--- src/rtl/display_mmio.sv ---
`default_nettype none
// ============================================================================
// Module   : display_mmio
// Purpose  : Memory-mapped display staging/output registers plus
//            synchronised, debounced board switches for the ARM data bus.
// Revision : 1.0  initial release
// ============================================================================
module display_mmio #(
    parameter logic [31:0] BASE_ADDR       = 32'h0000_0C00,
    parameter int          DEBOUNCE_CYCLES = 50000,
    parameter int          CNT_W           = 16
) (
    input  logic        clk,
    input  logic        reset,
    input  logic        MemWrite,
    input  logic [31:0] DataAdr,
    input  logic [31:0] WriteData,
    output logic [31:0] ReadData,
    output logic        hit,
    input  logic [9:0]  switches,
    output logic [7:0]  num,
    output logic [3:0]  letter,
    output logic        disp_en
);

    localparam logic [2:0] c_off_num    = 3'd0;
    localparam logic [2:0] c_off_letter = 3'd1;
    localparam logic [2:0] c_off_ctrl   = 3'd2;
    localparam logic [2:0] c_off_sw     = 3'd3;
    localparam logic [2:0] c_off_status = 3'd4;

    localparam logic [0:0] c_st_idle  = 1'b0;
    localparam logic [0:0] c_st_count = 1'b1;

    localparam logic [CNT_W-1:0] c_cnt_max = CNT_W'(DEBOUNCE_CYCLES - 1);

    // Bus decode
    logic [2:0] w_off;
    logic       w_hit;
    logic       w_wr;
    logic       w_wr_num;
    logic       w_wr_letter;
    logic       w_wr_ctrl;
    logic       w_wr_status;

    assign w_off       = DataAdr[4:2];
    assign w_hit       = (DataAdr[31:5] == BASE_ADDR[31:5]) && (w_off <= c_off_status);
    assign w_wr        = MemWrite && w_hit;
    assign w_wr_num    = w_wr && (w_off == c_off_num);
    assign w_wr_letter = w_wr && (w_off == c_off_letter);
    assign w_wr_ctrl   = w_wr && (w_off == c_off_ctrl);
    assign w_wr_status = w_wr && (w_off == c_off_status);
    assign hit         = w_hit;

    // Staging and control registers
    logic [7:0] num_stage_q;
    logic [3:0] letter_stage_q;
    logic [1:0] ctrl_q;

    always_ff @(posedge clk or negedge reset) begin
        if (!reset) begin
            num_stage_q    <= '0;
            letter_stage_q <= '0;
            ctrl_q         <= '0;
        end else begin
            if (w_wr_num)    num_stage_q    <= WriteData[7:0];
            if (w_wr_letter) letter_stage_q <= WriteData[3:0];
            if (w_wr_ctrl)   ctrl_q         <= WriteData[1:0];
        end
    end

    // Output stage: frozen outputs hold, otherwise track staging one cycle late
    logic [7:0] num_q;
    logic [3:0] letter_q;
    logic       disp_en_q;

    always_ff @(posedge clk or negedge reset) begin
        if (!reset) begin
            num_q     <= '0;
            letter_q  <= '0;
            disp_en_q <= 1'b1;
        end else begin
            if (!ctrl_q[0]) begin
                num_q    <= num_stage_q;
                letter_q <= letter_stage_q;
            end
            disp_en_q <= ~ctrl_q[1];
        end
    end

    assign num     = num_q;
    assign letter  = letter_q;
    assign disp_en = disp_en_q;

    // Switch synchroniser
    logic [9:0] sync1_q;
    logic [9:0] sync2_q;

    always_ff @(posedge clk or negedge reset) begin
        if (!reset) begin
            sync1_q <= '0;
            sync2_q <= '0;
        end else begin
            sync1_q <= switches;
            sync2_q <= sync1_q;
        end
    end

    // Debounce FSM
    logic [0:0]       state_q, state_d;
    logic [9:0]       cand_q, cand_d;
    logic [CNT_W-1:0] cnt_q, cnt_d;
    logic [9:0]       sw_db_q, sw_db_d;
    logic             sw_chg_q, sw_chg_d;
    logic             w_commit;

    always_comb begin
        state_d  = state_q;
        cand_d   = cand_q;
        cnt_d    = cnt_q;
        sw_db_d  = sw_db_q;
        w_commit = 1'b0;
        case (state_q)
            c_st_idle: begin
                if (sync2_q != sw_db_q) begin
                    cand_d  = sync2_q;
                    cnt_d   = '0;
                    state_d = c_st_count;
                end
            end
            c_st_count: begin
                if (sync2_q == sw_db_q) begin
                    state_d = c_st_idle;
                end else if (sync2_q != cand_q) begin
                    cand_d = sync2_q;
                    cnt_d  = '0;
                end else if (cnt_q == c_cnt_max) begin
                    sw_db_d  = cand_q;
                    w_commit = 1'b1;
                    state_d  = c_st_idle;
                end else begin
                    cnt_d = cnt_q + CNT_W'(1);
                end
            end
            default: state_d = c_st_idle;
        endcase
    end

    // A commit in the same cycle as a clearing write keeps the flag set
    always_comb begin
        sw_chg_d = sw_chg_q;
        if (w_commit) begin
            sw_chg_d = 1'b1;
        end else if (w_wr_status && WriteData[0]) begin
            sw_chg_d = 1'b0;
        end
    end

    always_ff @(posedge clk or negedge reset) begin
        if (!reset) begin
            state_q  <= c_st_idle;
            cand_q   <= '0;
            cnt_q    <= '0;
            sw_db_q  <= '0;
            sw_chg_q <= 1'b0;
        end else begin
            state_q  <= state_d;
            cand_q   <= cand_d;
            cnt_q    <= cnt_d;
            sw_db_q  <= sw_db_d;
            sw_chg_q <= sw_chg_d;
        end
    end

    // Zero-wait-state read mux
    always_comb begin
        ReadData = '0;
        if (w_hit) begin
            case (w_off)
                c_off_num:    ReadData = {24'b0, num_stage_q};
                c_off_letter: ReadData = {28'b0, letter_stage_q};
                c_off_ctrl:   ReadData = {30'b0, ctrl_q};
                c_off_sw:     ReadData = {22'b0, sw_db_q};
                c_off_status: ReadData = {31'b0, sw_chg_q};
                default:      ReadData = '0;
            endcase
        end
    end

    logic w_unused_ok;
    assign w_unused_ok = ^{DataAdr[1:0], WriteData[31:8]};

endmodule
`default_nettype wire

--- config.mk ---
export PLATFORM = sky130hd
export DESIGN_NAME = display_mmio
export DESIGN_NICKNAME = d
export VERILOG_FILES = /design/src/rtl/display_mmio.sv
export SDC_FILE = /design/constraint.sdc
export NUM_CORES = 1
export LEC_CHECK = 0
export ABC_CLOCK_PERIOD_IN_PS = 2650
export CORE_MARGIN = 3
export CORE_UTILIZATION = 47
export DETAILED_ROUTE_END_ITERATION = 8
export GPL_TIMING_DRIVEN = 0
export PLACE_DENSITY = 0.77
export SLEW_MARGIN = 30
export SYNTH_ARGS = -nofsm -noshare
export SYNTH_HDL_FRONTEND = slang
export SYNTH_SLANG_ARGS = --single-unit
--- constraint.sdc ---
create_clock -name clk -period 2.65 [get_ports clk]
set_clock_uncertainty 0.2 [all_clocks]
set_input_delay 0.53 -clock clk [delete_from_list [all_inputs] [get_ports clk]]
set_output_delay 0.53 -clock clk [all_outputs]
set_load 0.005 [all_outputs]
==> results_dict.tcl, run 1 <==
set metrics [dict create \
    critPathLaunch "DataAdr[3]" \
    fin_crit_sh 0.9962 \
    drv_cap 0 \
    fin_ws_ns 0.01013 \
    routed_via_density 5.323 \
    final-setup-viol-count 0 \
    crit_arrival_ns 1.91 \
    timing.fmax_mhz 378.8 \
    drc 0 \
    grt_max_degree 45 \
    reg2reg_to "sw_db_q[7]$_DFFE_PN0P_" \
    cts_tree "yes" \
    layout.nets 526 \
    synthesis.area_um2 3976 \
    cts_buffers 9 \
    portBuffers 73 \
    dp_slack_ns -0.6716 \
    ys_warn_count 0 \
    syn2layout_area_growth_pct 33.57 \
    routedWlPerCell_um 16.34 \
    cp_max_fo 7 \
    ant_nets 0 \
    leakage_nw 2.384 \
    critPathTopFamily "simple AND/OR/NAND/NOR gates" \
    slowest_stage "clkdlybuf4s15_1" \
    grt_overflow 0 \
    cp-start-kind "input pin" \
    dpl_cell_area_um2 4935 \
    finalInstanceArea_um2 5311 \
    period_needed_ns 2.640 \
    seq_area_frac_synth 0.5352 \
    vias 2954 \
    initial_core_util 0.4991 \
    finish.utilization 0.6666 \
    worst_pin_slew_ns 0.6522 \
    maxSlewHeadroom 0.5619 \
    synthArstFlopShare 1.000 \
    path_class "in2out" \
    endpoint_kind "output pin" \
    die_y_um 97.98 \
    synth_cell_types 51 \
    cpPeakStageDelay_ns 0.29 \
    root_buffer "clkbuf_8" \
    antenna_cells 0 \
    die_area_um2 9600 \
    die_x_um 97.98 \
    endpoint "ReadData[9]" \
    cts_max_path_buffers 2 \
    io_pins 123 \
    htree_levels 3 \
    crit-reg2reg-launch "cnt_q[11]$_DFFE_PN0P_" \
    syn_inst 328 \
    fill_cells 587 \
    vdd_drop_max_v 0.0004137 \
    synth_top_cell_by_area "dfrtp_1" \
    syn_avg_cell_area_um2 12.12 \
    hold_viol 0 \
    clkSinkCount 85 \
    post-dp-hpwl_um 6432 \
    cp_num_buf_inv 3 \
    yosysTopAreaCellShare 0.5286 \
    antenna_found_initial 0 \
    final_cells 555 \
    cp.depth 7 \
    first_global_vias 2891 \
    grt_pass1_wl_um 14100 \
    worstPathCellList "clkdlybuf4s15_1 -> nor2_4 -> o2111a_2 -> and3_4 -> buf_6 -> and3_4 -> buf_6" \
    status "complete, no violations" \
    synth_flop_cell "dfrtp_1" \
    drive_gt1_frac 0.3179 \
    grt_usage 0.1842 \
    reg2regPathDepth 6 \
    gp_congestion 0.9168 \
    hold_class "reg2reg" \
    placed_cells 525 \
    postRouteWirelength_um 9067 \
    ys_seq_elements 85 \
    finalMaxSlewViolations 0 \
    dr.pass1.iters 4 \
    clkLatencyLatePin_ns 0.36 \
    drt-initial-drc-count 125 \
    powerDensity_nw_per_um2 467.7 \
    cts.reportedPaths.clkPinSlew_ns 0.09 \
    coreArea_um2 7968 \
    rrSetupSlack_ns 0.11 \
    num_rows 32 \
    power_mw 2.484 \
    synth.area.top_cells "dfrtp_1 (53%), mux2_2 (14%), buf_4 (4.2%)" \
    synth_edf_count 0 \
    worstPathRequired_ns 1.92 \
]
[layer usage]
layer | global-route usage | vias to the layer above | part of all wire
met5 | 0 | - | 0
met4 | 0.06496 | 0 | 0.019
met3 | 0.05000 | 18 | 0.067
met2 | 0.3047 | 101 | 0.50
met1 | 0.2337 | 1441 | 0.42
li1 | - | 1394 | -
[cells in the final DEF (no fill, tap or decap), types with 10 or more instances in the layout]
cell	n
dfrtp_1	82
mux2_2	48
buf_4	32
clkdlybuf4s50_1	32
conb_1	22
xnor2_1	18
dlygate4sd2_1	17
inv_1	11
o21ai_0	11
clkdlybuf4s15_1	11
nor2_1	10
[logic make-up after synthesis]
logic type | synth area share
AO/OA/AOI/OAI | 0.06765
XOR/XNOR | 0.04405
adder cells (fa/ha/maj) | 0.003146
buffers and inverters | 0.06293
flip-flops | 0.5352
multiplexers | 0.1517
other | 0.0009431
AND/OR/NAND/NOR | 0.1344
[per-stage QoR]
step,setup TNS (ns),hold WS [ns]
floorplan,0,0.03441
detailed placement,-13.74,0.1365
global route,-0.1341,0.1640
global placement,-189.47,0.1320
finish,0,0.1529
CTS,0,0.1572
[power by group]
group          internal, mW  switching (mW)  total, mW
Sequential             1.32          0.0190       1.34
Clock                 0.450           0.495      0.945
Combinational         0.111          0.0903      0.201
Total                  1.88           0.604       2.48
[worst min path at each step]
stage,from,to,slack (ns),cells after the start
detailed placement,sync1_q[7]$_DFF_PN0_,sync2_q[7]$_DFF_PN0_,0.14,0
floorplan,reset,cand_q[0]$_DFFE_PN0P_,0.03,0
global placement,sync1_q[5]$_DFF_PN0_,sync2_q[5]$_DFF_PN0_,0.13,0
CTS,sync1_q[7]$_DFF_PN0_,sync2_q[7]$_DFF_PN0_,0.16,0
global route,sync1_q[0]$_DFF_PN0_,sync2_q[0]$_DFF_PN0_,0.16,0
finish,sync1_q[7]$_DFF_PN0_,sync2_q[7]$_DFF_PN0_,0.15,0
[state kept, by name, indices dropped and copies added (netlist names), 2 cells and up]
register and count:
cand_q 10, cnt_q 16, ctrl_q 2, letter 4, letter_stage_q 4, num 8, num_stage_q 8, sw_db_q 10
sync1_q 10, sync2_q 10
[cells in the mapped netlist (all sizes together), types with 4 or more instances]
library cell,count
a21oi,6
a22oi,6
and2,4
buf,27
clkbuf,4
dfrtp,84
inv,11
mux2,48
mux2i,4
nand2,8
nand3,8
nand4,8
nor2,12
nor3,7
nor4,9
o21ai,11
o31ai,6
or3,7
or4,6
xnor2,18
[final cells by class]
class | count | area [um2] | share of cell area
Tap cell | 102 | 127.6 | 0.02403
Multi-Input combinational cell | 222 | 1778 | 0.3347
Sequential cell | 85 | 2131 | 0.4012
Inverter | 11 | 41.29 | 0.007774
Clock inverter | 7 | 80.08 | 0.01508
Timing Repair Buffer | 88 | 812.0 | 0.1529
Clock buffer | 9 | 123.9 | 0.02332
Buffer | 31 | 217.7 | 0.04099
[timing repair]
| item | in CTS | in global routing |
|---|---|---|
| setup endpoints to repair | 24 | 47 |
| endpoints found under the hold margin | 41 | 0 |
| resized for setup | 85 | 26 |
| pin swaps | 10 | 14 |
| gates cloned | 0 | 1 |
| hold buffers | 1 | 0 |
| buffers inserted | 4 | 8 |
(Power assumes the default switching activity.)
==> inputs of run 2 (changes only) <==
--- a/config.mk
+++ b/config.mk
@@ -5,12 +5,13 @@
 export SDC_FILE = /design/constraint.sdc
 export NUM_CORES = 1
 export LEC_CHECK = 0
-export ABC_CLOCK_PERIOD_IN_PS = 2650
+export ABC_CLOCK_PERIOD_IN_PS = 3270
 export CORE_MARGIN = 3
-export CORE_UTILIZATION = 47
+export CORE_UTILIZATION = 50
+export CTS_CLUSTER_DIAMETER = 60
 export DETAILED_ROUTE_END_ITERATION = 8
 export GPL_TIMING_DRIVEN = 0
-export PLACE_DENSITY = 0.77
+export PLACE_DENSITY = 0.82
 export SLEW_MARGIN = 30
 export SYNTH_ARGS = -nofsm -noshare
 export SYNTH_HDL_FRONTEND = slang
==> constraint.sdc (replaced) <==
create_clock -name clk -period 3.27 [get_ports clk]
set_clock_uncertainty 0.2 [all_clocks]
set_input_delay 0.654 -clock clk [delete_from_list [all_inputs] [get_ports clk]]
set_output_delay 0.654 -clock clk [all_outputs]
set_load 0.005 [all_outputs]
==> run 2 against run 1 <==
Against the previous run:
- hold slack improved by 0.0015 ns
- largest cell class unchanged
- non-clock buffer count fell by 8
- critical endpoint is now letter_stage_q[1]$_DFFE_PN0P_
- first-iteration DRC count rose by 18%
- critical path type is now in2reg
==> results_dict.tcl, run 2 (synthesized netlist as in run 1, its figures left out) <==
set metrics [dict create \
    io_pins 123 \
    grt_usage 0.2018 \
    initial_core_util 0.5312 \
    drv_cap 0 \
    routed_via_density 5.347 \
    finish.utilization 0.6970 \
    die_x_um 95.18 \
    status "complete, no violations" \
    antenna_cells 0 \
    drc 0 \
    p_switching_uw 480.1 \
    power_mw 1.931 \
    seqPwrFrac 0.562 \
    timing.fmax_mhz 313.3 \
    hold_viol 0 \
    leakage_nw 2.337 \
    finalMaxSlewViolations 0 \
    grt_max_degree 71 \
    die_area_um2 9058 \
    coreArea_um2 7486 \
    cp-start-kind "input pin" \
    finalInstanceArea_um2 5218 \
    fin_hold_ws_ns 0.1544 \
    htree_levels 3 \
    grt_pass1_wl_um 13970 \
    use_met3 0.05209 \
    clkLatencyLatePin_ns 0.35 \
    cts_tree "yes" \
    postRouteWirelength_um 8648 \
    cts_max_path_buffers 2 \
    final-setup-viol-count 0 \
    layout.nets 518 \
    gp_congestion 0.9251 \
    clkSinkCount 85 \
    vdd_drop_max_v 0.0004300 \
    layout_common_cells "dfrtp_1 (84), clkdlybuf4s50_1 (61), mux2_2 (48)" \
    fin_crit_sh 0.9760 \
    hold_class "reg2reg" \
    switching_share 0.2487 \
    vias 2909 \
    cts.reportedPaths.clkPinSlew_ns 0.09 \
    cts_buffers 9 \
    grt_overflow 0 \
    rsz0062_at_grt "no" \
    syn2layout_area_growth_pct 31.21 \
    clkPwrFrac 0.354 \
    powerDensity_nw_per_um2 370.0 \
    portBuffers 73 \
    regMostFlops "cnt_q" \
    worst_pin_slew_ns 0.6837 \
    p_int_mw 1.450 \
    post-dp-hpwl_um 6363 \
    grtUsageMet2 0.3364 \
    die_y_um 95.18 \
    num_rows 31 \
    cp_max_fo 7 \
    fill_cells 525 \
    mostFrequentLayoutCell "dfrtp_1" \
    endpoint_kind "flop" \
    routedWlPerCell_um 15.90 \
    maxSlewHeadroom 0.5407 \
    dpl_cell_area_um2 4938 \
    drive_gt1_frac 0.2629 \
    dr.pass1.iters 4 \
    path_class "in2reg" \
    ant_nets 0 \
    met1_usage 0.2522 \
    root_buffer "clkbuf_8" \
    power.share.combinational 0.085 \
    drt-initial-drc-count 148 \
    first_global_vias 2897 \
    crit_arrival_ns 3.23 \
    busiest_layer "met2" \
    period_needed_ns 3.192 \
    largest_reg_flops 16 \
    worstPathRequired_ns 3.30 \
    antenna_found_initial 0 \
]
[run 2: cell types whose count changed in the layout (fill, tap and decap cells not counted), moves of 2 or more]
cell             change
nor4_1               +4
nor4_2               -4
dfrtp_1              +2
clkbuf_2             -8
clkdlybuf4s50_1     +29
buf_6                -4
buf_12               -2
buf_2                -3
dlygate4sd2_1        -9
clkdlybuf4s15_1     -11
dlymetal6s2s_1       +2
dfrtp_2              -2
buf_4                -4
[run 2: path summary, 6_finish.rpt]
kind / start / end / slack [ns] / cells after the start
min: sync1_q[7]$_DFF_PN0_ / sync2_q[7]$_DFF_PN0_ / 0.15 / 0
max: DataAdr[3] / letter_stage_q[1]$_DFFE_PN0P_ / 0.08 / 9
min reg2reg: sync1_q[7]$_DFF_PN0_ / sync2_q[7]$_DFF_PN0_ / 0.15 / 0
max reg2reg: cnt_q[10]$_DFFE_PN0P_ / sw_db_q[3]$_DFFE_PN0P_ / 0.57 / 6
min in group asynchronous: reset / cnt_q[5]$_DFFE_PN0P_ / 0.49 / 2
max in group asynchronous: reset / disp_en$_DFF_PN1_ / 1.77 / 3
[run 2: layout make-up]
type                       count  area, um2  share of cell area
clock inverter                 7      55.05             0.01055
multi-input combinational    222       1728              0.3312
inverter                      11      41.29            0.007914
tap                           99      123.9             0.02374
timing repair buffer          80      804.5              0.1542
clock buffer                   9      123.9             0.02374
sequential                    85       2128              0.4079
buffer                        31      212.7             0.04077
[run 2: layer usage]
metal  up-vias  share of wire
met5         -              0
met1      1414           0.40
met4         0          0.017
met2       106           0.51
li1       1374              -
met3        15          0.064
[run 2: metrics by stage]
| step | TNS (ns) | cells | worst slack (ns) |
|---|---|---|---|
| after floorplan | 0 | 349 | 0.6511 |
| after global placement | -137.43 | 521 | -1.590 |
| after detailed placement | -4.944 | 522 | -0.3554 |
| after CTS | -0.2033 | 539 | -0.1089 |
| after global routing | 0 | 544 | 0.007102 |
| final | 0 | 544 | 0.07840 |
[run 2: power groups by stage]
| stage | Sequential, mW | Combinational (mW) | Clock [mW] |
|---|---|---|---|
| after CTS | 1.08 | 0.163 | 0.702 |
| after global routing | 1.09 | 0.180 | 0.754 |
| after global placement | 1.10 | 0.151 | 0 |
| final | 1.08 | 0.163 | 0.683 |
| after floorplan | 1.10 | 0.0629 | 0 |
| after detailed placement | 1.11 | 0.157 | 0 |
[run 2: critical path, stage by stage]
cell             delay (ns)
clkdlybuf4s50_1        0.54
nor2_4                 0.25
o2111a_2               0.27
nand3_4                0.12
buf_4                  0.17
buf_4                  0.13
buf_4                  0.12
nor3_1                 0.56
mux2_2                 0.41
[run 2: what timing repair did]
action | CTS | global route
hold endpoints to repair | 15 | 0
hold buffers | 1 | 0
buffers inserted | 0 | 5
endpoints found under the setup margin | 11 | 4
resized for setup | 21 | 7
pin swaps | 1 | 2
==> inputs of run 3 (changes only) <==
--- a/config.mk
+++ b/config.mk
@@ -9,6 +9,7 @@
 export CORE_MARGIN = 3
 export CORE_UTILIZATION = 50
 export CTS_CLUSTER_DIAMETER = 60
+export CTS_CLUSTER_SIZE = 16
 export DETAILED_ROUTE_END_ITERATION = 8
 export GPL_TIMING_DRIVEN = 0
 export PLACE_DENSITY = 0.82
==> results of run 3 <==
Final layout, timing and power as in run 2 (identical DEF).
